## config.mk

```make
export PLATFORM = sky130hd
export DESIGN_NAME = way_alloc_ctrl_flat
export DESIGN_NICKNAME = d
export VERILOG_FILES = /design/src/rtl/way_alloc_ctrl_if.sv /design/src/rtl/way_alloc_ctrl.sv /design/src/flat_wrapper.sv
export SDC_FILE = /design/constraint.sdc
export NUM_CORES = 1
export LEC_CHECK = 0
export ABC_AREA = 1
export CAP_MARGIN = 30
export CORE_AREA = 2 2 89 91
export CTS_CLUSTER_DIAMETER = 40
export DETAILED_ROUTE_END_ITERATION = 6
export DIE_AREA = 0 0 91 93
export GPL_TIMING_DRIVEN = 1
export HOLD_SLACK_MARGIN = 0.15
export PLACE_DENSITY = 0.65
export REMOVE_ABC_BUFFERS = 1
export SLEW_MARGIN = 25
export SYNTH_ARGS = -nofsm -noshare
export SYNTH_HDL_FRONTEND = slang
export SYNTH_SLANG_ARGS = --single-unit
```

## constraint.sdc

```tcl
create_clock -name clk -period 3.1 [get_ports clk]
set_clock_uncertainty 0.05 [all_clocks]
set_input_delay 0.93 -clock clk [delete_from_list [all_inputs] [get_ports clk]]
set_output_delay 0.93 -clock clk [all_outputs]
set_load 0.01 [all_outputs]
```

## src/rtl/way_alloc_ctrl_if.sv

```systemverilog
// Request/response, LRU side-channel and occupancy signals of the way allocation controller.
interface way_alloc_ctrl_if #(
  parameter int NUM_WAYS = 4,
  parameter int TAG_W    = 8
);
  localparam int WAY_W = $clog2(NUM_WAYS);
  localparam int CNT_W = $clog2(NUM_WAYS) + 1;

  logic                req_valid_i;
  logic [1:0]          req_op_i;
  logic [TAG_W-1:0]    req_tag_i;
  logic                req_ready_o;
  logic                resp_valid_o;
  logic                resp_ready_i;
  logic                resp_hit_o;
  logic [WAY_W-1:0]    resp_way_o;
  logic                resp_err_o;
  logic                ls_valid_o;
  logic [1:0]          ls_op_o;
  logic [WAY_W-1:0]    ls_way_o;
  logic                lru_valid_i;
  logic [NUM_WAYS-1:0] lru_way_i;
  logic [CNT_W-1:0]    valid_cnt_o;

  modport master (
    output req_valid_i, req_op_i, req_tag_i, resp_ready_i, lru_valid_i, lru_way_i,
    input  req_ready_o, resp_valid_o, resp_hit_o, resp_way_o, resp_err_o,
           ls_valid_o, ls_op_o, ls_way_o, valid_cnt_o
  );

  modport slave (
    input  req_valid_i, req_op_i, req_tag_i, resp_ready_i, lru_valid_i, lru_way_i,
    output req_ready_o, resp_valid_o, resp_hit_o, resp_way_o, resp_err_o,
           ls_valid_o, ls_op_o, ls_way_o, valid_cnt_o
  );
endinterface

```

## src/rtl/way_alloc_ctrl.sv

```systemverilog
// Tag/valid store of one fully-associative set: looks up, allocates (via external LRU)
// and invalidates ways, one request at a time through an IDLE/LOOKUP/RESP sequence.
module way_alloc_ctrl #(
  parameter int NUM_WAYS = 4,
  parameter int TAG_W    = 8
) (
  input  logic            clk,
  input  logic            reset,
  way_alloc_ctrl_if.slave bus
);
  localparam int WAY_W = $clog2(NUM_WAYS);
  localparam int CNT_W = $clog2(NUM_WAYS) + 1;

  localparam logic [1:0] OP_RSVD  = 2'b00;
  localparam logic [1:0] OP_LOAD  = 2'b01;
  localparam logic [1:0] OP_STORE = 2'b10;
  localparam logic [1:0] OP_INV   = 2'b11;

  typedef enum logic [1:0] {IDLE, LOOKUP, RESP} state_e;

  state_e              state_q, state_d;
  logic [1:0]          op_q;
  logic [TAG_W-1:0]    tag_q;
  logic [TAG_W-1:0]    tags_q [NUM_WAYS];
  logic [NUM_WAYS-1:0] valid_q, valid_d;
  logic [CNT_W-1:0]    valid_cnt_q, valid_cnt_d;
  logic                resp_valid_q, resp_valid_d;
  logic                resp_hit_q, resp_hit_d;
  logic                resp_err_q, resp_err_d;
  logic [WAY_W-1:0]    resp_way_q, resp_way_d;

  logic                accept;
  logic                hit;
  logic [WAY_W-1:0]    hit_way;
  logic                alloc_ok;
  logic [WAY_W-1:0]    alloc_way;
  logic                tag_we;

  assign accept = (state_q == IDLE) && bus.req_valid_i;

  // Descending scan so the lowest matching index is the one left standing.
  always_comb begin
    hit     = 1'b0;
    hit_way = '0;
    for (int i = NUM_WAYS - 1; i >= 0; i--) begin
      if (valid_q[i] && (tags_q[i] == tag_q)) begin
        hit     = 1'b1;
        hit_way = WAY_W'(i);
      end
    end
  end

  always_comb begin
    alloc_ok  = bus.lru_valid_i && (bus.lru_way_i != '0) &&
                ((bus.lru_way_i & (bus.lru_way_i - NUM_WAYS'(1))) == '0);
    alloc_way = '0;
    for (int i = 0; i < NUM_WAYS; i++) begin
      if (bus.lru_way_i[i]) alloc_way = WAY_W'(i);
    end
  end

  always_comb begin
    state_d         = state_q;
    valid_d         = valid_q;
    resp_valid_d    = resp_valid_q;
    resp_hit_d      = resp_hit_q;
    resp_way_d      = resp_way_q;
    resp_err_d      = resp_err_q;
    tag_we          = 1'b0;
    bus.ls_valid_o  = 1'b0;
    bus.ls_op_o     = 2'b00;
    bus.ls_way_o    = '0;
    bus.req_ready_o = 1'b0;

    unique case (state_q)
      IDLE: begin
        bus.req_ready_o = 1'b1;
        if (bus.req_valid_i) state_d = LOOKUP;
      end
      LOOKUP: begin
        state_d      = RESP;
        resp_valid_d = 1'b1;
        resp_hit_d   = 1'b0;
        resp_way_d   = '0;
        resp_err_d   = 1'b0;
        unique case (op_q)
          OP_LOAD: begin
            if (hit) begin
              bus.ls_valid_o = 1'b1;
              bus.ls_op_o    = OP_LOAD;
              bus.ls_way_o   = hit_way;
              resp_hit_d     = 1'b1;
              resp_way_d     = hit_way;
            end
          end
          OP_STORE: begin
            bus.ls_valid_o = 1'b1;
            if (hit) begin
              bus.ls_op_o  = OP_LOAD;
              bus.ls_way_o = hit_way;
              resp_hit_d   = 1'b1;
              resp_way_d   = hit_way;
            end else begin
              // The LRU answers combinationally to this store pulse within the same cycle.
              bus.ls_op_o = OP_STORE;
              if (alloc_ok) begin
                tag_we             = 1'b1;
                valid_d[alloc_way] = 1'b1;
                resp_way_d         = alloc_way;
              end else begin
                resp_err_d = 1'b1;
              end
            end
          end
          OP_INV: begin
            if (hit) begin
              bus.ls_valid_o   = 1'b1;
              bus.ls_op_o      = OP_INV;
              bus.ls_way_o     = hit_way;
              valid_d[hit_way] = 1'b0;
              resp_hit_d       = 1'b1;
              resp_way_d       = hit_way;
            end
          end
          OP_RSVD: resp_err_d = 1'b1;
          default: resp_err_d = 1'b1;
        endcase
      end
      RESP: begin
        if (bus.resp_ready_i) begin
          state_d      = IDLE;
          resp_valid_d = 1'b0;
          resp_hit_d   = 1'b0;
          resp_way_d   = '0;
          resp_err_d   = 1'b0;
        end
      end
      default: state_d = IDLE;
    endcase

    valid_cnt_d = '0;
    for (int i = 0; i < NUM_WAYS; i++) begin
      valid_cnt_d = valid_cnt_d + CNT_W'(valid_d[i]);
    end
  end

  always_ff @(posedge clk or posedge reset) begin
    if (reset) begin
      state_q      <= IDLE;
      valid_q      <= '0;
      valid_cnt_q  <= '0;
      resp_valid_q <= 1'b0;
      resp_hit_q   <= 1'b0;
      resp_way_q   <= '0;
      resp_err_q   <= 1'b0;
    end else begin
      state_q      <= state_d;
      valid_q      <= valid_d;
      valid_cnt_q  <= valid_cnt_d;
      resp_valid_q <= resp_valid_d;
      resp_hit_q   <= resp_hit_d;
      resp_way_q   <= resp_way_d;
      resp_err_q   <= resp_err_d;
    end
  end

  // Request capture and tag array carry no reset; valid bits alone qualify the tags.
  always_ff @(posedge clk) begin
    if (accept) begin
      op_q  <= bus.req_op_i;
      tag_q <= bus.req_tag_i;
    end
    if (tag_we) tags_q[alloc_way] <= tag_q;
  end

  assign bus.resp_valid_o = resp_valid_q;
  assign bus.resp_hit_o   = resp_hit_q;
  assign bus.resp_way_o   = resp_way_q;
  assign bus.resp_err_o   = resp_err_q;
  assign bus.valid_cnt_o  = valid_cnt_q;
endmodule
```

## src/flat_wrapper.sv

```systemverilog
// flat-port wrapper written by rule: the top's interface ports become plain ports
module way_alloc_ctrl_flat 
#(
  parameter int NUM_WAYS = 4,
  parameter int TAG_W    = 8
)
  (clk, reset, bus_req_valid_i, bus_req_op_i, bus_req_tag_i, bus_resp_ready_i, bus_lru_valid_i, bus_lru_way_i, bus_req_ready_o, bus_resp_valid_o, bus_resp_hit_o, bus_resp_way_o, bus_resp_err_o, bus_ls_valid_o, bus_ls_op_o, bus_ls_way_o, bus_valid_cnt_o);
  way_alloc_ctrl_if #(.NUM_WAYS(NUM_WAYS), .TAG_W(TAG_W)) bus_i ();
  input  logic clk;
  input  logic reset;
  input wire logic [$bits(bus_i.req_valid_i)-1:0] bus_req_valid_i;
  input wire logic [$bits(bus_i.req_op_i)-1:0] bus_req_op_i;
  input wire logic [$bits(bus_i.req_tag_i)-1:0] bus_req_tag_i;
  input wire logic [$bits(bus_i.resp_ready_i)-1:0] bus_resp_ready_i;
  input wire logic [$bits(bus_i.lru_valid_i)-1:0] bus_lru_valid_i;
  input wire logic [$bits(bus_i.lru_way_i)-1:0] bus_lru_way_i;
  output wire logic [$bits(bus_i.req_ready_o)-1:0] bus_req_ready_o;
  output wire logic [$bits(bus_i.resp_valid_o)-1:0] bus_resp_valid_o;
  output wire logic [$bits(bus_i.resp_hit_o)-1:0] bus_resp_hit_o;
  output wire logic [$bits(bus_i.resp_way_o)-1:0] bus_resp_way_o;
  output wire logic [$bits(bus_i.resp_err_o)-1:0] bus_resp_err_o;
  output wire logic [$bits(bus_i.ls_valid_o)-1:0] bus_ls_valid_o;
  output wire logic [$bits(bus_i.ls_op_o)-1:0] bus_ls_op_o;
  output wire logic [$bits(bus_i.ls_way_o)-1:0] bus_ls_way_o;
  output wire logic [$bits(bus_i.valid_cnt_o)-1:0] bus_valid_cnt_o;
  assign bus_i.req_valid_i = bus_req_valid_i;
  assign bus_i.req_op_i = bus_req_op_i;
  assign bus_i.req_tag_i = bus_req_tag_i;
  assign bus_i.resp_ready_i = bus_resp_ready_i;
  assign bus_i.lru_valid_i = bus_lru_valid_i;
  assign bus_i.lru_way_i = bus_lru_way_i;
  assign bus_req_ready_o = bus_i.req_ready_o;
  assign bus_resp_valid_o = bus_i.resp_valid_o;
  assign bus_resp_hit_o = bus_i.resp_hit_o;
  assign bus_resp_way_o = bus_i.resp_way_o;
  assign bus_resp_err_o = bus_i.resp_err_o;
  assign bus_ls_valid_o = bus_i.ls_valid_o;
  assign bus_ls_op_o = bus_i.ls_op_o;
  assign bus_ls_way_o = bus_i.ls_way_o;
  assign bus_valid_cnt_o = bus_i.valid_cnt_o;
  way_alloc_ctrl #(.NUM_WAYS(NUM_WAYS), .TAG_W(TAG_W)) u_core (.clk(clk), .reset(reset), .bus(bus_i));
endmodule
```

# After elaboration in Yosys (flattened, before gate mapping)
# Memory sizes are Yosys's and may differ from the RTL's.
# Index checks and enable logic that the tools add are counted.
[word_totals] word_cells=104 ram_bits=32 inputBits=19 reg_bits=24 out_inout_bits=14 memories=1
[mem_list] name="u_core.tags_q" words=4 word_bits=8 read_ports=4 rd_clocked_by_memory_dff=0 write_ports=1 line="way_alloc_ctrl.sv:24" text="logic [TAG_W-1:0] tags_q [NUM_WAYS];"
[classes] muxes=53 magnitude_cmp=4 add_sub_neg=4 reduce_logical=18 bitwise=4 n_eq_ne=11
[ops] op="$eq 8x8->1" n=4
[ops] op="$mux 2" n=16
[ops] op="$mux 1" n=21
[ops] op="$mux 4" n=4
[ops] op="$pmux 2 s3" n=2
[ops] op="$pmux 1 s2" n=5
[ops] op="$logic_and 1x1->1" n=9
[ops] op="$and 4x4->4" n=2
[ops] op="$pmux 2 s2" n=2
[ops] op="$pmux 4 s2" n=1
[ops] op="$add 3x1->3" n=2
[ops] op="$eq 2x2->1 const B" n=3
[ops] op="$lt 2x3->1 const B" n=2
[ops] op="$demux 1 s2" n=2
[ops] op="$eq 2x1->1 const B" n=2
[ops] op="$ge 2x1->1 const B" n=2
[ops] op="$logic_not 2->1" n=2
[ops] op="$logic_not 4->1" n=1
[ops] op="$ne 2x2->1 const B" n=2
[ops] op="$not 4->4" n=1
[ops] op="$or 4x4->4" n=1
[ops] op="$reduce_and 2->1" n=2
[ops] op="$reduce_bool 4->1" n=1
[ops] op="$sub 4x1->4 const B" n=1
[ops] op="other kinds (4)" n=4

# Longest topological paths before layout
# Gate-level depths: netlist (run 1).
# An unclocked memory read counts as a cell.
[depth] ltp_word=19 depth_mapped=18 ltp_nobuf=18

# Worst setup path after synthesis (run 1)
# OpenSTA, ideal clock, no wires.
[synth_timing] kind="in2reg" start="in bus_lru_way_i[3]" end="reg u_core.valid_cnt_q[1], in the netlist u_core.bus.valid_cnt_o[1]" required_ns=2.924 path_buffers=0 t_arrival_ns=2.630 cell_stages=11 setup_time_ns=0.126 setup_slack_ns=0.295 cell_sequence="nor2_1 o21ai_0 a21oi_2 nand4_1 inv_2 o21a_1 ha_1 inv_1 fa_1 inv_1 ha_1"
[synth_between] elab_chain_cells=13
[synth_rtl] element="start, declared" line="flat_wrapper.sv:16" text="input wire logic [$bits(bus_i.lru_way_i)-1:0] bus_lru_way_i;"
[synth_rtl] element="$mux 2" line="way_alloc_ctrl.sv:58" text="if (bus.lru_way_i[i]) alloc_way = WAY_W'(i);"
[synth_rtl] element="$lt 2x3->1 (implied by the code) or $ge 2x1->1 (tied branches)" line="way_alloc_ctrl.sv:108" text="valid_d[alloc_way] = 1'b1;"
[synth_rtl] element="$logic_and 1x1->1 (implied by the code)" line="way_alloc_ctrl.sv:108"
[synth_rtl] element="$mux 1 (implied by the code)" line="way_alloc_ctrl.sv:108"
[synth_rtl] element="$demux 1 s2"
[synth_rtl] element="$or 4x4->4 (no source line)"
[synth_rtl] element="$mux 4 *" line="way_alloc_ctrl.sv:106" text="if (alloc_ok) begin"
[synth_rtl] element="$mux 4 *" line="way_alloc_ctrl.sv:98" text="if (hit) begin"
[synth_rtl] element="$pmux 4 s2 *" line="way_alloc_ctrl.sv:86" text="unique case (op_q)"
[synth_rtl] element="$mux 4 *" line="way_alloc_ctrl.sv:75" text="unique case (state_q)"
[synth_rtl] element="named net u_core.valid_d[0]" line="way_alloc_ctrl.sv:25" text="logic [NUM_WAYS-1:0] valid_q, valid_d;"
[synth_rtl] element="$add 1x1->2 *" line="way_alloc_ctrl.sv:143" text="valid_cnt_d = valid_cnt_d + CNT_W'(valid_d[i]);"
[synth_rtl] element="$add 3x1->3 * (2 in a row)" line="way_alloc_ctrl.sv:143"
[synth_rtl] element="named net u_core.valid_cnt_d[1]" line="way_alloc_ctrl.sv:26" text="logic [CNT_W-1:0] valid_cnt_q, valid_cnt_d;"
[synth_rtl] element="end signal, assigned" line="way_alloc_ctrl.sv:159" text="valid_cnt_q <= valid_cnt_d;"
[synth_rtl] element="end, declared" line="way_alloc_ctrl.sv:26"
# Mark *: on every way through the listed nets, which the timed path passes. The rest lies on a longest branch.
# A chain may end at the register's enable or synchronous reset.

# Final worst setup path (run 1)
[layout_timing] start="reg u_core.tag_q[0]" end="out bus_ls_op_o[1]"
[layout_between] elab_chain_cells=9
[layout_rtl] element="start, declared" line="way_alloc_ctrl.sv:23" text="logic [TAG_W-1:0] tag_q;"
[layout_rtl] element="start signal, assigned" line="way_alloc_ctrl.sv:171" text="tag_q <= bus.req_tag_i;"
[layout_rtl] element="$eq 8x8->1" line="way_alloc_ctrl.sv:46" text="if (valid_q[i] && (tags_q[i] == tag_q)) begin"
[layout_rtl] element="$logic_and 1x1->1" line="way_alloc_ctrl.sv:46"
[layout_rtl] element="$mux 1 (3 in a row)" line="way_alloc_ctrl.sv:46"
[layout_rtl] element="$mux 1 *" line="way_alloc_ctrl.sv:46"
[layout_rtl] element="$mux 2, on equally long branches" line="way_alloc_ctrl.sv:116, way_alloc_ctrl.sv:98"
[layout_rtl] element="$pmux 2 s3 *" line="way_alloc_ctrl.sv:86"
[layout_rtl] element="$mux 2 *" line="way_alloc_ctrl.sv:75"
[layout_rtl] element="end, declared" line="flat_wrapper.sv:23" text="output wire logic [$bits(bus_i.ls_op_o)-1:0] bus_ls_op_o;"
# Mark *: on every way between the ends. The rest lies on a longest branch, timed or not.

==> flow_metrics.py, run 1 <==
metrics = {
    "run_status": {
        "status": "completed",
    },
    "routing": {
        "drtIter0Drc": 78,
        "routed_wl_um": 6230,
        "ant_nets": 0,
        "dr.pass1.iters": 4,
        "drc_errors": 0,
        "wl_per_cell_um": 12.3,
        "avgViaCountPerCell": 4.56,
        "num_vias": 2310,
    },
    "setup_path": {
        "max_stage_delay_ps": 480,
        "cp.required_ps": 2120,
        "cp.arrival_ps": 2050,
        "critPathBufInv": 2,
        "cp_max_fo": 4,
        "cp_cell_sequence": "buf_4, xnor2_2, nand2_2, nor2_4, nand3_4, nand2_4, o21ai_0, a21oi_1, buf_2",
        "cpMaxStageDelayCell": "edfxtp_1",
        "end_kind": "primary output",
        "critPathLaunchType": "flip-flop",
        "critPathKind": "reg -> out",
        "cp_top_family": "flip-flops",
    },
    "grt": {
        "grt_max_degree": 19,
        "grt_usage_pct": 15.4,
        "grt_pass1_vias": 2240,
        "overflow": 0,
        "antenna_found_initial": 0,
        "grt_first_pass_wirelength_um": 10300,
    },
    "sta": {
        "finalHoldViolCount": 0,
        "worst_slack_ps": 68.5,
        "tightest_slew_ps": 535,
        "max_slew_margin_pct": 64.3,
        "max_freq_mhz": 330,
        "finalCriticalPeriod_ps": 3030,
        "tns_ps": 0,
        "fin_crit_sh_pct": 97.8,
        "setup_viol": 0,
        "slew_viol_final": 0,
        "rsz0062_at_grt": "true",
    },
    "yosys": {
        "synthTopCellsByArea": "edfxtp_1 (43%), dfrtp_1 (12%), nand2_1 (12%)",
        "synth_top_area_share_pct": 43.3,
        "synthArstFlopShare_pct": 25.0,
        "yosysSeqAreaShare_pct": 55.3,
        "synth.most_common_cell": "nand2_1",
        "synth-seq-cells": 56,
        "ys.flop_type": "edfxtp_1",
        "syn_inst": 324,
        "synth_cell_type_count": 33,
        "syn_area_per_cell_sq_um": 8.99,
        "yosys.area.top_type": "edfxtp_1",
        "synth_area_sq_mm": 0.00291,
        "ys_warn_count": 0,
        "synthTopCellsByCount": "nand2_1 (90), inv_1 (48), edfxtp_1 (42), nor2_1 (34), dfrtp_1 (14)",
        "synth_edf_count": 42,
    },
    "finish": {
        "syn_to_final_growth_pct": 31.4,
        "final_util_pct": 50.9,
        "nNetsFinal": 426,
        "drive_gt1_share_pct": 22.5,
        "antenna_cells": 0,
    },
    "clocking": {
        "cts_buffer_depth": 2,
        "cts_made_buffers": 5,
        "clock_sinks": 56,
        "cts_root_buf": "clkbuf_8",
        "clkTransAtPathRegs_ps": 100,
        "h-tree-depth": 2,
        "holdBufCountCts": 0,
        "clk_latency_ps": 310,
        "cts_tree": "done",
    },
    "placement": {
        "pre_cts_ws_ps": -269,
        "gp_congestion": 0.852,
        "port_buffers": 32,
        "dpl.hpwl_um": 4710,
    },
    "floorplan": {
        "die_x_um": 91,
        "row_count": 32,
        "ioPinCount": 33,
        "die-area_sq_mm": 0.00846,
        "start_util_pct": 38.7,
        "die_y_um": 93,
        "core_sq_mm": 0.00753,
    },
    "pwr": {
        "design_power_total_mw": 2.15,
        "power_per_cell_area_mw_per_mm2": 563,
        "ir_drop_v": 0.000354,
        "p_leak_nw": 1.77,
    },
    "min_path": {
        "hold_path_class": "reg -> reg",
    },
    "job": {
        "cap_viol_max_count": 0,
    },
}
[cell families (layout without fill, tap and decap cells)]
group,count (synthesis),after routing,share of synthesized area (%)
compound gates,23,23,4.47
buf+inv,62,143,8.12
flops,56,56,55.3
simple gates,171,171,27.8
fa+ha+maj,3,3,1.55
xor+xnor,9,9,2.71
[worst reg2reg max path, delay by kind of cell, from the launching register on]
kind,cells,cell delay (ps)
flops,1,480
xor+xnor,1,170
simple gates,6,600
fa+ha+maj,3,880
buf+inv,5,490
compound gates,1,170
[layout make-up]
cell class	instances	area, sq um
Sequential cell	56	1610
Tap cell	102	128
Inverter	61	229
Multi-Input combinational cell	206	1110
Clock inverter	3	68.8
Fill cell	709	3700
Timing Repair Buffer	74	611
Clock buffer	5	68.8
[routing by layer]
layer | part of all wire [%] | global-route usage, % | wire (um) | vias up
met5 | 0 | 0 | 0 | -
met2 | 49 | 26.4 | 3060 | 52
met4 | 1.6 | 4.80 | 102 | 0
met1 | 45 | 20.2 | 2790 | 1058
li1 | - | - | - | 1190
met3 | 4.4 | 2.34 | 276 | 10
[power breakdown]
group / total, mW / internal [mW] / switching (mW)
clock: 0.567 / 0.325 / 0.242
sequential: 0.975 / 0.907 / 0.0677
combinational: 0.612 / 0.278 / 0.334
[placed cells by master (no fill, tap or decap), types with 7 or more instances in the layout]
master	n
o21ai_0	8
inv_2	12
inv_1	48
clkdlybuf4s50_1	27
nand3_1	10
nor2_2	7
buf_4	40
nand2_1	89
edfxtp_1	42
dfrtp_1	14
nor2_1	30
[per-stage QoR]
step,std cells,cell area [sq um],hold WS (ps)
after floorplan,323,2910,403
after global placement,485,3560,418
after detailed placement,485,3560,425
after CTS,502,3780,450
after global routing,507,3830,465
final,507,3830,440
[flip-flops by register name, indices dropped and copies added (netlist names)]
name and count:
u_core.tags_q 32, u_core.tag_q 8, u_core.valid_q 4, u_core.bus.valid_cnt_o 3, u_core.bus.resp_way_o 2, u_core.op_q 2, u_core.state_q 2, u_core.bus.resp_err_o 1
u_core.bus.resp_hit_o 1, u_core.bus.resp_valid_o 1
[path summary, 6_finish.rpt]
check | cells past startpoint | from | slack, ps | endpoint
worst min-delay path | 2 | u_core.bus.resp_valid_o$_DFFE_PP0P_ | 440 | u_core.bus.resp_valid_o$_DFFE_PP0P_
max in group asynchronous | 2 | reset | 1740 | u_core.valid_q[1]$_DFF_PP0_
worst max-delay path | 9 | u_core.tag_q[0]$_DFFE_PP_ | 70 | bus_ls_op_o[1]
min in group asynchronous | 2 | reset | 910 | u_core.bus.resp_way_o[0]$_DFFE_PP0P_
worst max register to register | 16 | u_core.tag_q[0]$_DFFE_PP_ | 160 | u_core.bus.valid_cnt_o[1]$_DFF_PP0_
worst min register to register | 2 | u_core.bus.resp_valid_o$_DFFE_PP0P_ | 440 | u_core.bus.resp_valid_o$_DFFE_PP0P_
[repair_timing]
action | in CTS | in global routing
resized for setup | 13 | 16
pin swaps | 6 | 7
setup endpoints to repair | 5 | 6
setup buffers | 9 | 5
Note: power is estimated with default switching activity, not from simulation.
==> run 2: changes to the inputs <==
==> constraint.sdc (replaced) <==
create_clock -name clk -period 3.2 [get_ports clk]
set_clock_uncertainty 0.05 [all_clocks]
set_input_delay 0.96 -clock clk [delete_from_list [all_inputs] [get_ports clk]]
set_output_delay 0.96 -clock clk [all_outputs]
set_load 0.01 [all_outputs]
==> flow_metrics.py, run 2 (synthesis results as in run 1) <==
metrics = {
    "setup_path": {
        "critPathMostFrequentCell": "nand2_1",
        "cp.required_ps": 2190,
        "cpMaxStageDelayCell": "edfxtp_1",
        "cp_max_fo": 6,
        "r2r_end": "u_core.bus.valid_cnt_o[1]$_DFF_PP0_",
        "worstReg2RegStart": "u_core.tag_q[7]$_DFFE_PP_",
        "ff2ff_setup_slack_ps": 340,
        "critPathLaunchType": "flip-flop",
        "crit_start": "u_core.tag_q[7]$_DFFE_PP_",
        "cp_cell_sequence": "buf_4, nand2_1, nand2_1, nor2_1, nand3_2, nand2_4, nor2_8, nor2_2, inv_1, nand2_1, clkdlybuf4s15_1",
        "critPathKind": "reg -> out",
        "end_kind": "primary output",
        "rr_worst_depth": 16,
        "cp.arrival_ps": 2050,
        "max_stage_delay_ps": 540,
    },
    "finish": {
        "largest_reg_flops": 32,
        "drive_gt1_share_pct": 19.6,
        "design_area_sq_mm": 0.00376,
        "nNetsFinal": 418,
        "largestRegisters": "u_core.tags_q (32), u_core.tag_q (8), u_core.valid_q (4)",
        "final_common_cell": "nand2_1",
        "final_cell_mix": "nand2_1 (89), inv_1 (48), edfxtp_1 (42), buf_4 (32), nor2_1 (31)",
        "syn_to_final_growth_pct": 29.1,
        "fillers": 721,
        "antenna_cells": 0,
        "final_util_pct": 50.0,
        "regMostFlops": "u_core.tags_q",
    },
    "grt": {
        "grt_usage_pct": 15.3,
        "antenna_found_initial": 0,
        "grt_use_met1_pct": 20.6,
        "grt_max_degree": 19,
        "busiest_layer": "met2",
        "use_met3_pct": 2.82,
        "grt_first_pass_wirelength_um": 10200,
        "overflow": 0,
        "grt_pass1_vias": 2235,
        "use_met2_pct": 25.1,
    },
    "sta": {
        "finalHoldViolCount": 0,
        "hold_ws_ps": 445,
        "rsz0062_at_grt": "true",
        "max_slew_margin_pct": 62.7,
        "setup_viol": 0,
        "fin_crit_sh_pct": 95.5,
        "slew_viol_final": 0,
        "max_freq_mhz": 327,
        "finalCriticalPeriod_ps": 3060,
        "tightest_slew_ps": 559,
    },
    "placement": {
        "gp_congestion": 0.878,
        "port_buffers": 32,
        "dpl.hpwl_um": 4570,
        "placed_cell_area_sq_mm": 0.00351,
    },
    "clocking": {
        "cts_made_buffers": 5,
        "clock_sinks": 56,
        "clk_latency_ps": 310,
        "holdBufCountCts": 0,
        "cts_buffer_depth": 2,
        "clkTransAtPathRegs_ps": 100,
        "cts_tree": "done",
        "cts_root_buf": "clkbuf_8",
        "h-tree-depth": 2,
    },
    "routing": {
        "ant_nets": 0,
        "dr.pass1.iters": 5,
        "routed_wl_um": 6110,
        "wl_per_cell_um": 12.2,
        "drtIter0Drc": 115,
        "num_vias": 2270,
        "drc_errors": 0,
        "avgViaCountPerCell": 4.55,
    },
    "pwr": {
        "clkPwrFrac_pct": 26.8,
        "ir_drop_v": 0.000397,
        "p_int_mw": 1.45,
        "p_leak_nw": 1.73,
        "switchingPower_uw": 625,
        "combPwrFrac_pct": 27.5,
        "design_power_total_mw": 2.07,
        "power_per_cell_area_mw_per_mm2": 551,
        "seqPwrFrac_pct": 45.8,
        "sw_frac_of_total_pct": 30.2,
    },
    "floorplan": {
        "die_y_um": 93,
        "row_count": 32,
        "start_util_pct": 38.7,
        "die-area_sq_mm": 0.00846,
        "ioPinCount": 33,
        "core_sq_mm": 0.00753,
        "die_x_um": 91,
    },
    "job": {
        "cap_viol_max_count": 0,
    },
    "min_path": {
        "min_to": "u_core.bus.resp_hit_o$_DFFE_PP0P_",
        "min_path_cells": 2,
        "hold_path_class": "reg -> reg",
        "holdCritStartpoint": "u_core.bus.resp_hit_o$_DFFE_PP0P_",
    },
    "run_status": {
        "status": "completed",
    },
}
run 2: critical path: cells and delay by family (launching register included):
family | cells | cell delay [ps]
AND/OR/NAND/NOR | 8 | 720
buffers and inverters | 3 | 500
flip-flops | 1 | 540
run 2: cell type report:
cell class	count	area (sq um)	area share, %
clock inverter	3	68.8	1.83
tap	102	128	3.39
timing repair buffer	66	558	14.8
multi-input combinational	206	1100	29.2
inverter	61	229	6.09
clock buffer	5	68.8	1.83
sequential	56	1610	42.9
run 2: what timing repair did:
item,in CTS,in global routing
resized for setup,8,12
pin swaps,1,2
setup buffers,9,4
setup endpoints to repair,5,6
run 2: worst max-delay path by stage:
| stage | endpoint | slack [ps] | depth (start not counted) |
|---|---|---|---|
| floorplan | u_core.bus.valid_cnt_o[1]$_DFF_PP0_ | 360 | 11 |
| global placement | u_core.bus.valid_cnt_o[1]$_DFF_PP0_ | -110 | 13 |
| detailed placement | u_core.bus.valid_cnt_o[1]$_DFF_PP0_ | -210 | 13 |
| CTS | bus_ls_way_o[1] | 30 | 8 |
| global route | bus_ls_valid_o | -40 | 12 |
| finish | bus_ls_valid_o | 140 | 11 |
run 2: power groups by stage:
stage	clock (mW)	sequential, mW	combinational, mW
2_1_floorplan	0	0.972	0.283
3_3_place_gp	0	0.978	0.499
3_5_place_dp	0	0.982	0.502
4_1_cts	0.568	0.949	0.552
5_1_grt	0.594	0.958	0.634
6_report	0.555	0.948	0.569
run 2: per-layer routing:
metal	vias up	share of wire (%)
met1	1044	47
met3	4	4.4
met4	0	0.97
met2	52	47
met5	-	0
li1	1170	-
run 2: metrics by stage:
| step | setup slack [ps] | std cells | setup TNS, ps |
|---|---|---|---|
| floorplan | 365 | 323 | 0 |
| global placement | -106 | 478 | -113 |
| detailed placement | -211 | 478 | -394 |
| CTS | 25.2 | 495 | 0 |
| global route | -40.7 | 499 | -40.7 |
| finish | 143 | 499 | 0 |
